File: config.mk
export PLATFORM = sky130hd
export DESIGN_NAME = cond_flag_unit_flat
export DESIGN_NICKNAME = d
export VERILOG_FILES = /design/src/rtl/cond_flag_unit_if.sv /design/src/rtl/cond_flag_unit.sv /design/src/flat_wrapper.sv
export SDC_FILE = /design/constraint.sdc
export NUM_CORES = 1
export LEC_CHECK = 0
export BUFFER_PORTS_ARGS = -buffer_cell sky130_fd_sc_hd__clkbuf_2
export CAP_MARGIN = 20
export CELL_PAD_IN_SITES_DETAIL_PLACEMENT = 1
export CELL_PAD_IN_SITES_GLOBAL_PLACEMENT = 2
export CORE_MARGIN = 3
export CORE_UTILIZATION = 23
export CTS_BUF_LIST = sky130_fd_sc_hd__clkbuf_2 sky130_fd_sc_hd__clkbuf_4 sky130_fd_sc_hd__clkbuf_8
export DETAILED_ROUTE_END_ITERATION = 12
export PLACE_DENSITY_LB_ADDON = 0.2
export SLEW_MARGIN = 10
export SYNTH_ARGS = -nofsm -noshare
export SYNTH_HDL_FRONTEND = slang
export SYNTH_SLANG_ARGS = --single-unit
export TNS_END_PERCENT = 50
File: constraint.sdc
create_clock -name clk -period 2 [get_ports clk]
set_input_delay 0.4 -clock clk [delete_from_list [all_inputs] [get_ports clk]]
set_output_delay 0.4 -clock clk [all_outputs]
set_load 0.03 [all_outputs]
File: src/rtl/cond_flag_unit_if.sv
// NZCV condition interface between the controller/ALU side (master) and the
// condition/flag unit (slave).
interface cond_flag_unit_if;
  logic [3:0] Cond;
  logic       cond_valid;
  logic [3:0] ALUFlags;
  logic       alu_valid;
  logic [1:0] FlagW;
  logic       PCS;
  logic       RegW;
  logic       MemW;
  logic       NextPC;
  logic       PCWrite;
  logic       RegWrite;
  logic       MemWrite;
  logic [3:0] Flags;
  logic       CondEx;
  logic       busy;

  modport master (
    output Cond, cond_valid, ALUFlags, alu_valid, FlagW, PCS, RegW, MemW, NextPC,
    input  PCWrite, RegWrite, MemWrite, Flags, CondEx, busy
  );

  modport slave (
    input  Cond, cond_valid, ALUFlags, alu_valid, FlagW, PCS, RegW, MemW, NextPC,
    output PCWrite, RegWrite, MemWrite, Flags, CondEx, busy
  );
endinterface

File: src/rtl/cond_flag_unit.sv
// Owns the NZCV flag register, evaluates the condition of the in-flight
// instruction and gates the PC / register-file / memory write enables.
module cond_flag_unit #(
  parameter logic [3:0] RESET_FLAGS = 4'b0000,
  parameter bit         FLAG_BYPASS = 1'b1
) (
  input logic            clk,
  input logic            reset,
  cond_flag_unit_if.slave bus
);

  typedef enum logic {IDLE, HELD} state_t;

  state_t     state_q, state_d;
  logic       condex_q, condex_d;
  logic [3:0] flags_q, flags_d;
  logic [3:0] eval_flags;
  logic       held;
  logic       commit;
  logic       gate;

  function automatic logic eval_cond(input logic [3:0] cond, input logic [3:0] f);
    logic n, z, c, v, ge, res;
    {n, z, c, v} = f;
    ge = (n == v);
    case (cond)
      4'b0000: res = z;
      4'b0001: res = ~z;
      4'b0010: res = c;
      4'b0011: res = ~c;
      4'b0100: res = n;
      4'b0101: res = ~n;
      4'b0110: res = v;
      4'b0111: res = ~v;
      4'b1000: res = c & ~z;
      4'b1001: res = ~(c & ~z);
      4'b1010: res = ge;
      4'b1011: res = ~ge;
      4'b1100: res = ~z & ge;
      4'b1101: res = ~(~z & ge);
      4'b1110: res = 1'b1;
      4'b1111: res = 1'b0;
    endcase
    return res;
  endfunction

  assign held = (state_q == HELD);

  always_comb begin
    // NOTE: every variable gets a default before any branch so no latch is inferred.
    commit   = held & bus.alu_valid & condex_q;
    flags_d  = flags_q;
    state_d  = state_q;
    condex_d = condex_q;

    if (commit) begin
      if (bus.FlagW[1]) flags_d[3:2] = bus.ALUFlags[3:2];
      if (bus.FlagW[0]) flags_d[1:0] = bus.ALUFlags[1:0];
    end

    // With bypass, an evaluation in a commit cycle sees the merged new flags.
    eval_flags = FLAG_BYPASS ? flags_d : flags_q;

    if (bus.cond_valid) begin
      state_d  = HELD;
      condex_d = eval_cond(bus.Cond, eval_flags);
    end else if (held && bus.alu_valid) begin
      state_d = IDLE;
    end
  end

  // NOTE: sequential state uses non-blocking assignments only; reset is synchronous.
  always_ff @(posedge clk) begin
    if (reset) begin
      state_q  <= IDLE;
      condex_q <= 1'b0;
      flags_q  <= RESET_FLAGS;
    end else begin
      state_q  <= state_d;
      condex_q <= condex_d;
      flags_q  <= flags_d;
    end
  end

  // Reset suppresses every write enable, including a pending commit.
  assign gate         = ~reset & held & condex_q & bus.alu_valid;
  assign bus.PCWrite  = ~reset & (bus.NextPC | (gate & bus.PCS));
  assign bus.RegWrite = gate & bus.RegW;
  assign bus.MemWrite = gate & bus.MemW;
  assign bus.Flags    = flags_q;
  assign bus.CondEx   = held & condex_q;
  assign bus.busy     = held & ~reset;

endmodule

File: src/flat_wrapper.sv
// flat-port wrapper written by rule: the top's interface ports become plain ports
module cond_flag_unit_flat 
#(
  parameter logic [3:0] RESET_FLAGS = 4'b0000,
  parameter bit         FLAG_BYPASS = 1'b1
)
  (clk, reset, bus_Cond, bus_cond_valid, bus_ALUFlags, bus_alu_valid, bus_FlagW, bus_PCS, bus_RegW, bus_MemW, bus_NextPC, bus_PCWrite, bus_RegWrite, bus_MemWrite, bus_Flags, bus_CondEx, bus_busy);
  cond_flag_unit_if bus_i ();
  input logic clk;
  input logic reset;
  input wire logic [$bits(bus_i.Cond)-1:0] bus_Cond;
  input wire logic [$bits(bus_i.cond_valid)-1:0] bus_cond_valid;
  input wire logic [$bits(bus_i.ALUFlags)-1:0] bus_ALUFlags;
  input wire logic [$bits(bus_i.alu_valid)-1:0] bus_alu_valid;
  input wire logic [$bits(bus_i.FlagW)-1:0] bus_FlagW;
  input wire logic [$bits(bus_i.PCS)-1:0] bus_PCS;
  input wire logic [$bits(bus_i.RegW)-1:0] bus_RegW;
  input wire logic [$bits(bus_i.MemW)-1:0] bus_MemW;
  input wire logic [$bits(bus_i.NextPC)-1:0] bus_NextPC;
  output wire logic [$bits(bus_i.PCWrite)-1:0] bus_PCWrite;
  output wire logic [$bits(bus_i.RegWrite)-1:0] bus_RegWrite;
  output wire logic [$bits(bus_i.MemWrite)-1:0] bus_MemWrite;
  output wire logic [$bits(bus_i.Flags)-1:0] bus_Flags;
  output wire logic [$bits(bus_i.CondEx)-1:0] bus_CondEx;
  output wire logic [$bits(bus_i.busy)-1:0] bus_busy;
  assign bus_i.Cond = bus_Cond;
  assign bus_i.cond_valid = bus_cond_valid;
  assign bus_i.ALUFlags = bus_ALUFlags;
  assign bus_i.alu_valid = bus_alu_valid;
  assign bus_i.FlagW = bus_FlagW;
  assign bus_i.PCS = bus_PCS;
  assign bus_i.RegW = bus_RegW;
  assign bus_i.MemW = bus_MemW;
  assign bus_i.NextPC = bus_NextPC;
  assign bus_PCWrite = bus_i.PCWrite;
  assign bus_RegWrite = bus_i.RegWrite;
  assign bus_MemWrite = bus_i.MemWrite;
  assign bus_Flags = bus_i.Flags;
  assign bus_CondEx = bus_i.CondEx;
  assign bus_busy = bus_i.busy;
  cond_flag_unit #(.RESET_FLAGS(RESET_FLAGS), .FLAG_BYPASS(FLAG_BYPASS)) u_core (.clk(clk), .reset(reset), .bus(bus_i));
endmodule
==> results_dict.tcl <==
set metrics [dict create \
    synth_top_cell_area_share_pct 25.26 \
    crit_slowest_cell "dfxtp_1" \
    whs_endpoint "u_core.held" \
    drt_iter0_markers 4 \
    max_cap_violations 0 \
    place_inst 106 \
    clk_latency_ns 0.24 \
    gr-total-overflow 0 \
    syn_nets 75 \
    r2r_end "u_core.condex_q" \
    synth-seq-cells 6 \
    io_pins 27 \
    drive_gt1_share_pct 47.67 \
    path_clk_slew_ns 0.04 \
    synth_sequential_area_ratio_pct 25.26 \
    setup_viol 0 \
    fin_worst_skew_ns 0.0004559 \
    routed_wirelength_mm 1.334 \
    synth_most_common_cell "nor2_1" \
    fmax_mhz 537.8 \
    fp.coreArea_um2 1839 \
    viasPerCell 4.685 \
    finalSetupTns_ns 0 \
    hold_buffers 0 \
    status "finished, final reports clean" \
    crit_path_max_incr_delay_ns 0.37 \
    diodes 0 \
    total_power_mw 0.3145 \
    synth.avg_cell_area_um2 8.341 \
    start_util_pct 25.85 \
    async_reset_ff_share_pct 0 \
    ir_drop_v 0.0003050 \
    cts_buffer_depth 2 \
    final_hold_viol_count 0 \
    htreeDepth 1 \
    p_sw_mw 0.08804 \
    synth_top_cells_by_area "dfxtp_1 25%, mux2i_2 5.8%, nor2_1 5.5%, xnor2_1 5.5%, mux2i_4 4.7%" \
    first_global_vias 499 \
    switching_share_pct 27.99 \
    p_seq_share_pct 40.8 \
    die_w_um 51.47 \
    stdcell_count 111 \
    track_usage_pct 11.36 \
    clkSinkCount 6 \
    grt_max_degree 12 \
    combPwrFrac_pct 24.3 \
    slew-limit-headroom_pct 78.55 \
    tightest_slew_ns 0.3155 \
    rsz0062_at_grt "no" \
    path_cells "nand4_1 -> mux2i_2 -> xnor2_2 -> a21oi_1 -> xor2_1 -> o311a_1 -> o21ai_2" \
    hp-start "bus_cond_valid" \
    postRouteAntennaNets 0 \
    dieHeight_um 51.47 \
    fin_nets 106 \
    cts.root.buffer_cell "clkbuf_4" \
    p_leak_nw 0.3076 \
    synth-main-ff-cell "dfxtp_1" \
    io_buffers 26 \
    holdPathStages 3 \
    dp_hpwl_mm 1.141 \
    synth_cell_types 30 \
    vias 520 \
    crit_type "flop to flop" \
    intPower_mw 0.2265 \
    critical_path_arrival_ns 2.03 \
    syn_inst 57 \
    antenna_found_initial 0 \
    clkPwrFrac_pct 34.9 \
    numCtsBuffers 3 \
    worstRegToRegCells 7 \
    fillers 245 \
    r2r-start "u_core.condex_q" \
    min_period_ns 1.859 \
    power_density_nw_per_um2 462.1 \
    maxSlewViolCount 0 \
    grt_pass1_wl_mm 2.214 \
    r2r_slack_ns 0.14 \
    yosys-top-cells-count "7 x nor2_1, 6 x dfxtp_1, 4 x nand2_1" \
    rows 15 \
    start_kind "flop" \
    yosysTopAreaCell "dfxtp_1" \
    min_path_type "input port to flop" \
    wire_per_inst_um 12.02 \
    area_growth_pct 43.16 \
    gp_congestion 0.6730 \
    synth-edff-count 0 \
    cp-end-kind "flop" \
    syn_area_um2 475.5 \
    dieArea_um2 2649 \
    first_pass_iters 4 \
    ys_warn_count 0 \
    period_share_pct 92.97 \
    worst_ep_required_time_ns 2.17 \
    path_max_fanout 4 \
    cts_tree "yes" \
    drcViolationCount 0 \
]
worst max-delay path by stage:
| stage | from | endpoint | slack (ns) | cells past startpoint |
|---|---|---|---|---|
| after floorplan | u_core.held | bus_MemWrite | 0.02 | 3 |
| final | u_core.condex_q | u_core.condex_q | 0.14 | 7 |
| after detailed placement | bus_alu_valid | u_core.condex_q | -0.07 | 8 |
| after CTS | u_core.held | u_core.condex_q | 0.07 | 7 |
| after global placement | bus_alu_valid | u_core.condex_q | -0.05 | 8 |
| after global routing | u_core.condex_q | u_core.condex_q | 0.01 | 7 |
sequential cells by signal (all words and copies together) (netlist names):
name              cells
u_core.bus.Flags      4
u_core.held           1
u_core.condex_q       1
logic make-up after synthesis:
group | synth area share, %
mux | 12.63
xor+xnor | 9.212
compound gates | 15.53
simple gates | 32.10
flops | 25.26
buf+inv | 5.264
per-stage QoR:
step | setup slack, ns | hold slack [ns] | cell area (µm²) | utilization [%]
finish | 0.1407 | 0.4262 | 680.7 | 37.01
global placement | -0.05038 | 0.5541 | 634.4 | 34.49
global route | 0.01318 | 0.4832 | 680.7 | 37.01
floorplan | 0.01744 | 0.5174 | 475.5 | -
detailed placement | -0.06899 | 0.5698 | 634.4 | 34.49
CTS | 0.06924 | 0.4200 | 656.9 | 35.71
area by class of cell:
| class | count | area, µm² | area share [%] |
|---|---|---|---|
| Tap cell | 25 | 31.28 | 4.596 |
| Inverter | 2 | 7.507 | 1.103 |
| Clock buffer | 3 | 22.52 | 3.309 |
| Sequential cell | 6 | 121.4 | 17.83 |
| Multi-Input combinational cell | 45 | 337.8 | 49.63 |
| Timing Repair Buffer | 30 | 160.2 | 23.53 |
repair_timing:
item / in CTS / in global routing
buffers inserted: 0 / 2
setup endpoints to repair: 0 / 1
resized for setup: 0 / 2
critical path, delay by kind of cell (launching register included):
family          cells  cell delay (ns)
compound gates      3             0.53
xor+xnor            2             0.33
flops               1             0.37
mux                 1             0.36
simple gates        1             0.21
metal layers:
| metal | vias to the layer above | share of wire, % | track usage (%) |
|---|---|---|---|
| met2 | 11 | 49 | 17.16 |
| met4 | 0 | 0 | 2.620 |
| li1 | 267 | - | - |
| met1 | 242 | 45 | 14.76 |
| met5 | - | 0 | 0 |
| met3 | 0 | 6.0 | 4.956 |
cell usage in the layout, fill, tap and decap left out, types with 2 or more instances in the layout:
cell | Yosys | layout
clkbuf_2 | 0 | 26
nor2_1 | 7 | 7
dfxtp_1 | 6 | 5
nand2_1 | 4 | 4
buf_4 | 0 | 4
a21oi_1 | 3 | 3
clkbuf_4 | 0 | 3
and2_1 | 2 | 2
a31oi_1 | 2 | 2
nor3b_1 | 2 | 2
nand3b_1 | 2 | 2
inv_1 | 2 | 2
mux2i_2 | 2 | 2
xor2_1 | 2 | 2
xnor2_1 | 3 | 2
power by group through the flow:
stage	clock (mW)	combinational, mW	sequential (mW)
finish	0.110	0.0765	0.128
global route	0.124	0.0864	0.128
floorplan	0	0.0464	0.130
CTS	0.118	0.0770	0.128
detailed placement	0	0.0766	0.130
global placement	0	0.0763	0.130
(Power assumes the default switching activity.)
